[src/rtl/i2c_rx_sequencer_pkg.sv]
// ============================================================================
// Module      : i2c_rx_sequencer_pkg
// Description : Shared address width and FSM state encoding for the I2C
//               receive sequencer.
// Revision    : 1.0  initial release
// ============================================================================
`default_nettype none

package i2c_rx_sequencer_pkg;

  localparam int I2C_ADDR_W = 7;

  localparam logic [2:0] S_IDLE     = 3'd0;
  localparam logic [2:0] S_ADDR     = 3'd1;
  localparam logic [2:0] S_ACK_ADDR = 3'd2;
  localparam logic [2:0] S_DATA     = 3'd3;
  localparam logic [2:0] S_ACK_DATA = 3'd4;
  localparam logic [2:0] S_IGNORE   = 3'd5;

  typedef enum logic [2:0] {
    ST_IDLE     = S_IDLE,
    ST_ADDR     = S_ADDR,
    ST_ACK_ADDR = S_ACK_ADDR,
    ST_DATA     = S_DATA,
    ST_ACK_DATA = S_ACK_DATA,
    ST_IGNORE   = S_IGNORE
  } state_t;

endpackage

`default_nettype wire

[src/rtl/i2c_rx_sequencer_byte_receiver.sv]
// ============================================================================
// Module      : i2c_rx_sequencer_byte_receiver
// Description : Serial-in shift register; next_o is the byte completed by the
//               current shift, data_o holds the last captured byte.
// Revision    : 1.0  initial release
// ============================================================================
`default_nettype none

module i2c_rx_sequencer_byte_receiver (
  input  logic       clk,
  input  logic       reset,
  input  logic       enable_i,
  input  logic       capture_i,
  input  logic       in_i,
  output logic [7:0] next_o,
  output logic [7:0] data_o
);

  // Seven stored bits suffice: the eighth arrives on in_i during the final shift.
  logic [6:0] shift_q;
  logic [7:0] data_q;

  assign next_o = {shift_q, in_i};
  assign data_o = data_q;

  always_ff @(posedge clk or posedge reset) begin
    if (reset) begin
      shift_q <= '0;
      data_q  <= '0;
    end else if (enable_i) begin
      shift_q <= next_o[6:0];
      if (capture_i) begin
        data_q <= next_o;
      end
    end
  end

endmodule

`default_nettype wire

[src/rtl/i2c_rx_sequencer.sv]
// ============================================================================
// Module      : i2c_rx_sequencer
// Description : Write-only I2C target receiver: START/STOP detection, address
//               match, ACK drive and one-clock data strobes.
//               Optional: I2C_GENERAL_CALL_EN also accepts address byte 8'h00.
// Revision    : 1.0  initial release
// ============================================================================
`default_nettype none

module i2c_rx_sequencer
  import i2c_rx_sequencer_pkg::*;
#(
  parameter logic [I2C_ADDR_W-1:0] ADDR        = 7'h2A,
  parameter int                    SYNC_STAGES = 2
) (
  input  logic       clk,
  input  logic       reset,
  input  logic       scl_in,
  input  logic       sda_in,
  output logic       sda_oe,
  output logic [7:0] rx_data,
  output logic       rx_valid,
  output logic       addressed,
`ifdef I2C_GENERAL_CALL_EN
  output logic       general_call,
`endif
  output logic       busy
);

  logic [SYNC_STAGES-1:0] scl_sync_q, sda_sync_q;
  logic                   scl_q, sda_q;
  logic w_scl, w_sda, w_scl_rise, w_scl_fall, w_sda_rise, w_sda_fall;
  logic w_start, w_stop, w_byte_done, w_capture, w_addr_ok;
  logic [7:0] w_byte;

  state_t     state_q;
  logic [2:0] bit_cnt_q;
  logic       shift_en_q, sda_oe_q, rx_valid_q, addressed_q, busy_q;

  // Idle bus is high, so synchronizers reset to 1 to avoid phantom edges.
  always_ff @(posedge clk or posedge reset) begin
    if (reset) begin
      scl_sync_q <= '1;
      sda_sync_q <= '1;
      scl_q      <= 1'b1;
      sda_q      <= 1'b1;
    end else begin
      scl_sync_q <= {scl_sync_q[SYNC_STAGES-2:0], scl_in};
      sda_sync_q <= {sda_sync_q[SYNC_STAGES-2:0], sda_in};
      scl_q      <= scl_sync_q[SYNC_STAGES-1];
      sda_q      <= sda_sync_q[SYNC_STAGES-1];
    end
  end

  assign w_scl       = scl_sync_q[SYNC_STAGES-1];
  assign w_sda       = sda_sync_q[SYNC_STAGES-1];
  assign w_scl_rise  = w_scl & ~scl_q;
  assign w_scl_fall  = ~w_scl & scl_q;
  assign w_sda_rise  = w_sda & ~sda_q;
  assign w_sda_fall  = ~w_sda & sda_q;
  assign w_start     = w_sda_fall & w_scl;
  assign w_stop      = w_sda_rise & w_scl;
  assign w_byte_done = shift_en_q && (bit_cnt_q == 3'd0);
  assign w_capture   = (state_q == ST_DATA) && (bit_cnt_q == 3'd0) && !w_start && !w_stop;

  i2c_rx_sequencer_byte_receiver u_byte_receiver (
    .clk       (clk),
    .reset     (reset),
    .enable_i  (shift_en_q),
    .capture_i (w_capture),
    .in_i      (w_sda),
    .next_o    (w_byte),
    .data_o    (rx_data)
  );

`ifdef I2C_GENERAL_CALL_EN
  logic w_gc_hit, gc_pend_q, general_call_q;
  assign w_gc_hit     = (w_byte == 8'h00);
  assign w_addr_ok    = ((w_byte[7:1] == ADDR) && !w_byte[0]) || w_gc_hit;
  assign general_call = general_call_q;

  always_ff @(posedge clk or posedge reset) begin
    if (reset) begin
      gc_pend_q      <= 1'b0;
      general_call_q <= 1'b0;
    end else if (w_start || w_stop) begin
      gc_pend_q      <= 1'b0;
      general_call_q <= 1'b0;
    end else if (state_q == ST_ADDR && w_byte_done) begin
      gc_pend_q <= w_gc_hit;
    end else if (state_q == ST_ACK_ADDR && w_scl_fall && sda_oe_q) begin
      general_call_q <= gc_pend_q;
    end
  end
`else
  assign w_addr_ok = (w_byte[7:1] == ADDR) && !w_byte[0];
`endif

  always_ff @(posedge clk or posedge reset) begin
    if (reset) begin
      state_q     <= ST_IDLE;
      bit_cnt_q   <= 3'd0;
      shift_en_q  <= 1'b0;
      sda_oe_q    <= 1'b0;
      rx_valid_q  <= 1'b0;
      addressed_q <= 1'b0;
      busy_q      <= 1'b0;
    end else begin
      shift_en_q <= 1'b0;
      rx_valid_q <= 1'b0;
      if (w_stop) begin
        state_q     <= ST_IDLE;
        busy_q      <= 1'b0;
        addressed_q <= 1'b0;
        sda_oe_q    <= 1'b0;
      end else if (w_start) begin
        state_q     <= ST_ADDR;
        busy_q      <= 1'b1;
        addressed_q <= 1'b0;
        sda_oe_q    <= 1'b0;
        bit_cnt_q   <= 3'd0;
      end else begin
        case (state_q)
          ST_ADDR, ST_DATA: begin
            if (w_scl_rise) begin
              shift_en_q <= 1'b1;
              bit_cnt_q  <= bit_cnt_q + 3'd1;
            end else if (w_byte_done) begin
              if (state_q == ST_DATA) begin
                rx_valid_q <= 1'b1;
                state_q    <= ST_ACK_DATA;
              end else begin
                state_q <= w_addr_ok ? ST_ACK_ADDR : ST_IGNORE;
              end
            end
          end
          // sda_oe_q doubles as the phase flag: first fall drives, second releases.
          ST_ACK_ADDR, ST_ACK_DATA: begin
            if (w_scl_fall) begin
              if (!sda_oe_q) begin
                sda_oe_q <= 1'b1;
              end else begin
                sda_oe_q  <= 1'b0;
                bit_cnt_q <= 3'd0;
                state_q   <= ST_DATA;
                if (state_q == ST_ACK_ADDR) begin
                  addressed_q <= 1'b1;
                end
              end
            end
          end
          default: begin
          end
        endcase
      end
    end
  end

  assign sda_oe    = sda_oe_q;
  assign rx_valid  = rx_valid_q;
  assign addressed = addressed_q;
  assign busy      = busy_q;

endmodule

`default_nettype wire

[config.mk]
export PLATFORM = sky130hd
export DESIGN_NAME = i2c_rx_sequencer
export DESIGN_NICKNAME = d
export VERILOG_FILES = /design/src/rtl/i2c_rx_sequencer_pkg.sv /design/src/rtl/i2c_rx_sequencer_byte_receiver.sv /design/src/rtl/i2c_rx_sequencer.sv
export SDC_FILE = /design/constraint.sdc
export NUM_CORES = 1
export LEC_CHECK = 0
export ABC_AREA = 1
export CAP_MARGIN = 20
export CELL_PAD_IN_SITES_DETAIL_PLACEMENT = 0
export CELL_PAD_IN_SITES_GLOBAL_PLACEMENT = 1
export CORE_AREA = 2 2 63 71
export DETAILED_ROUTE_END_ITERATION = 8
export DIE_AREA = 0 0 65 73
export PLACE_DENSITY_LB_ADDON = 0.1
export SLEW_MARGIN = 20
export SYNTH_ARGS = -nofsm -noshare
export SYNTH_HDL_FRONTEND = slang
export SYNTH_SLANG_ARGS = --single-unit
[constraint.sdc]
create_clock -name clk -period 1.5 [get_ports clk]
set_input_delay 0.225 -clock clk [delete_from_list [all_inputs] [get_ports clk]]
set_output_delay 0.225 -clock clk [all_outputs]
set_load 0.02 [all_outputs]
==> summary.md, run 1 <==
| Metric | Value |
|---|---|
| Setup WS pre-CTS | -0.0457 ns |
| TNS Setup | 0 ns |
| Top cells by area, synth | dfrtp_1 (45%), nand2_1 (15%), dfstp_2 (11%), inv_1 (5.7%), o21ai_2 (4.8%) |
| Synthesized instance count | roughly 160 |
| Final setup viols | 0 |
| Critical path capture point type | output pin |
| Final Skew | approximately 0.006 ns |
| Final instance area | roughly 1900 µm² |
| Most common cell in the netlist | nand2_1 |
| Ant diodes | 0 |
| Num rows | 25 |
| First-pass GRT wire length | roughly 4800 µm |
| Final nets | just under 200 |
| Switching power | approximately 1000 µW |
| Pin slew with the least headroom to its limit | 0.232 ns |
| Synthesis warning total | 0 |
| Post-synthesis sequential element count | 32 |
| WS Path Type | reg -> out |
| Mapped cell area | around 1400 µm² |
| Net Sw Frac | a little over a third |
| Mean Syn Cell Area | a little under 9 µm² |
| Largest net degree at the start of global routing | 33 |
| Area Overhead vs Synth | 34.3% |
| Worst-path fanout max | 2 |
| Outcome | completed |
| Post-route DRC | 0 |
| Part of the Yosys area used for sequential elements | 55.8% |
| GRT Util Overall | between 10% and 20% |
| Critical Path Max Stage Delay | 0.60 ns |
| Reg2reg start | scl_sync_q[1]$_DFF_PP1_ |
| Routed wire length | between 2000 and 3000 µm |
| Setup ws final | between 0.04 and 0.05 ns |
| DRT iter0 DRCs | 54 |
| Clock network fraction of design power | between 20% and 30% |
| Clock Root Buffer | clkbuf_8 |
| # H-tree levels | 2 |
| WL/cell | roughly 11 µm |
| CP Launch Type | flop |
| Layout cells sized above 1 | a little over a quarter |
| Layout Cells excl Fill | 247 |
| Clock Path Buffers | 2 |
| Internal power | between 1500 and 2000 µW |
| Initial antenna violation count | 0 |
| Async set-or-reset flop fraction in the synthesized netlist | 100% |
| Worst Reg-to-Reg Cells | 8 |
| Leakage power | 0.00109 µW |
| CP Buf/Inv Count | 1 |
| Post-synth top cells | nand2_1 (56), dfrtp_1 (26), inv_1 (22) |
| Core ar. | 4100 µm² |
| Top cell type's share of synthesized area | 44.9% |
| PwrDens | between 1500 and 2000 nW/µm² |
| CP arrival | 1.23 ns |
| GRT overflow | 0 |
| Clk_lat worst skew | around 0.29 ns |
| Net count after synthesis | 170 |
| Detail Route Antenna Nets | 0 |
| Placed cells | ~240 |
| Combinational share of power | a little under a third |
| Peak Freq | slightly below 700 MHz |
| HP Class | in -> async |
| Slowest cell on crit path | clkdlybuf4s50_1 |
| Delay-heaviest family, CP | buffers and inverters |
| Final slew viol count | 0 |
| Die ar. | 4750 µm² |
| Hold Vio Cnt, Final | 0 |
| DR vias/cell | about 4.4 |
| Max-slew headroom | 84.5% |
| Post-synth cell types | 21 |
| Clock tree sinks | 32 |
| TritonCTS buffer count | 5 |
| Leading area contributor after synthesis | dfrtp_1 |
| RSZ-0062 raised after global routing | yes |
| Routed vias | 1097 |
| IO Port Bufs | 15 |
| Pre-Repair DR Iteration Count | 4 |
| I/O pin cnt | 16 |
| Die H | 73 µm |
| Post-synth EDFFs | 0 |
| CP cell instances | clkdlybuf4s50_1 |
| Sequential share of power | between 40% and 50% |
| Max Cap Violations | 0 |
| Number of global-route vias before repair | 1056 |
| Ys flop type | dfrtp_1 |
| Clk slew on worst S/H paths | around 0.060 ns |
| Initial Util | 35.4% |
| Worst reg2reg setup slack | around 0.060 ns |
| Crit path time final | about 1.5 ns |
| Max VDD drop | around 0.0006 V |
| Die width | ~65 µm |
| CTS tree | yes |
| FF-to-FF End | state_q[1]$_DFFE_PP0P_ |
| GP Congestion | roughly 0.8 |
| Final worst-path cycle share | a little over nine tenths |
| CP required | roughly 1.3 ns |
| DP HPWL | around 2000 µm |
| Placed cell areas | 1690 µm² |
-- area by class of cell --
type	count	area, µm²
multi-input cells	107	617
flip-flops and latches	32	808
inverters	23	86.3
clock buffers	6	72.6
clock inverters	2	35.0
well taps	54	67.6
fillers	405	2150
repair buffers	23	259
-- cells by family after synthesis --
| family | synth area share (%) |
|---|---|
| and+or+nand+nor | 24.9 |
| DFF | 55.8 |
| buffers and inverters | 6.99 |
| AOI/OAI and AO/OA | 10.0 |
| adders and majority gates | 1.73 |
| xor gates and xnor gates | 0.605 |
-- worst reg2reg max path: stages (launching register included) --
cell and delay [ns]:
dfstp_2 0.62, nand2_2 0.09, nor2_4 0.19, nor2_4 0.07, nand2_2 0.10, nand2_2 0.07
nor2_4 0.12, nand2_1 0.06, nand2_1 0.07
-- registers in the layout, indices dropped and copies added, names as in the netlist --
name                     count
u_byte_receiver.data_o       8
u_byte_receiver.shift_q      7
bit_cnt_q                    3
state_q                      3
scl_sync_q                   2
sda_sync_q                   2
addressed                    1
busy                         1
rx_valid                     1
scl_q                        1
sda_oe                       1
sda_q                        1
shift_en_q                   1
-- metrics by stage --
| step | utilization [%] | total power, µW | hold slack [ns] |
|---|---|---|---|
| floorplan | - | 1770 | 0.229 |
| global placement | 41.3 | 2000 | 0.346 |
| detailed placement | 41.3 | 2010 | 0.350 |
| CTS | 44.4 | 2830 | 0.276 |
| global route | 47.5 | 3160 | 0.316 |
| finish | 47.5 | 2920 | 0.275 |
-- worst max-delay path by stage --
stage / cells past startpoint / from / slack, ns / to
after floorplan: 8 / bit_cnt_q[0]$_DFFE_PP0P_ / 0.13 / u_byte_receiver.data_o[2]$_DFFE_PP0P_
after global placement: 7 / bit_cnt_q[0]$_DFFE_PP0P_ / 0.002 / u_byte_receiver.data_o[3]$_DFFE_PP0P_
after detailed placement: 7 / bit_cnt_q[0]$_DFFE_PP0P_ / -0.05 / u_byte_receiver.data_o[5]$_DFFE_PP0P_
after CTS: 1 / u_byte_receiver.data_o[1]$_DFFE_PP0P_ / 0.005 / rx_data[1]
after global routing: 8 / scl_sync_q[1]$_DFF_PP1_ / -0.03 / state_q[1]$_DFFE_PP0P_
final: 1 / addressed$_DFFE_PP0P_ / 0.05 / addressed
-- timing repair --
action	CTS	global route
hold buffers	0	0
endpoints found under the hold margin	0	0
cloned	0	0
pin swaps	1	12
endpoints found under the setup margin	10	23
setup buffers	1	3
resized for setup	2	33
-- placed cells by master, fill, tap and decap left out, types with 3 or more instances in the layout --
cell / instances
inv_1: 20
o21ai_2: 8
dlymetal6s2s_1: 9
nand3_1: 5
nand2_2: 7
nand3_2: 3
clkbuf_8: 5
clkdlybuf4s50_1: 4
dfstp_2: 6
nor2_1: 7
nor2_4: 6
inv_2: 3
dfrtp_1: 26
o21ai_0: 9
nand2_1: 49
buf_4: 5
-- power groups by stage --
stage                     clock (µW)  combinational [µW]  sequential, µW
after floorplan                    0                 569            1200
after global placement             0                 804            1190
after detailed placement           0                 815            1200
after CTS                        837                 810            1190
after global routing             865                1080            1220
final                            807                 920            1190
-- routing by layer --
layer / part of all wire (%) / wire length [µm] / track usage (%) / vias up
met4: 2.3 / 63 / 7.09 / 0
met5: 0 / 0 / 0 / -
met1: 46 / 1280 / 17.0 / 506
met2: 48 / 1350 / 21.5 / 19
met3: 3.7 / 104 / 4.17 / 6
li1: - / - / - / 566
(Power assumes the default switching activity.)
==> inputs of run 2 (changes only) <==
--- a/config.mk
+++ b/config.mk
@@ -10,6 +10,7 @@
 export CELL_PAD_IN_SITES_DETAIL_PLACEMENT = 0
 export CELL_PAD_IN_SITES_GLOBAL_PLACEMENT = 1
 export CORE_AREA = 2 2 63 71
+export CTS_CLUSTER_SIZE = 40
 export DETAILED_ROUTE_END_ITERATION = 8
 export DIE_AREA = 0 0 65 73
 export PLACE_DENSITY_LB_ADDON = 0.1
==> results of run 2 <==
Final layout, timing and power as in run 1 (identical DEF).
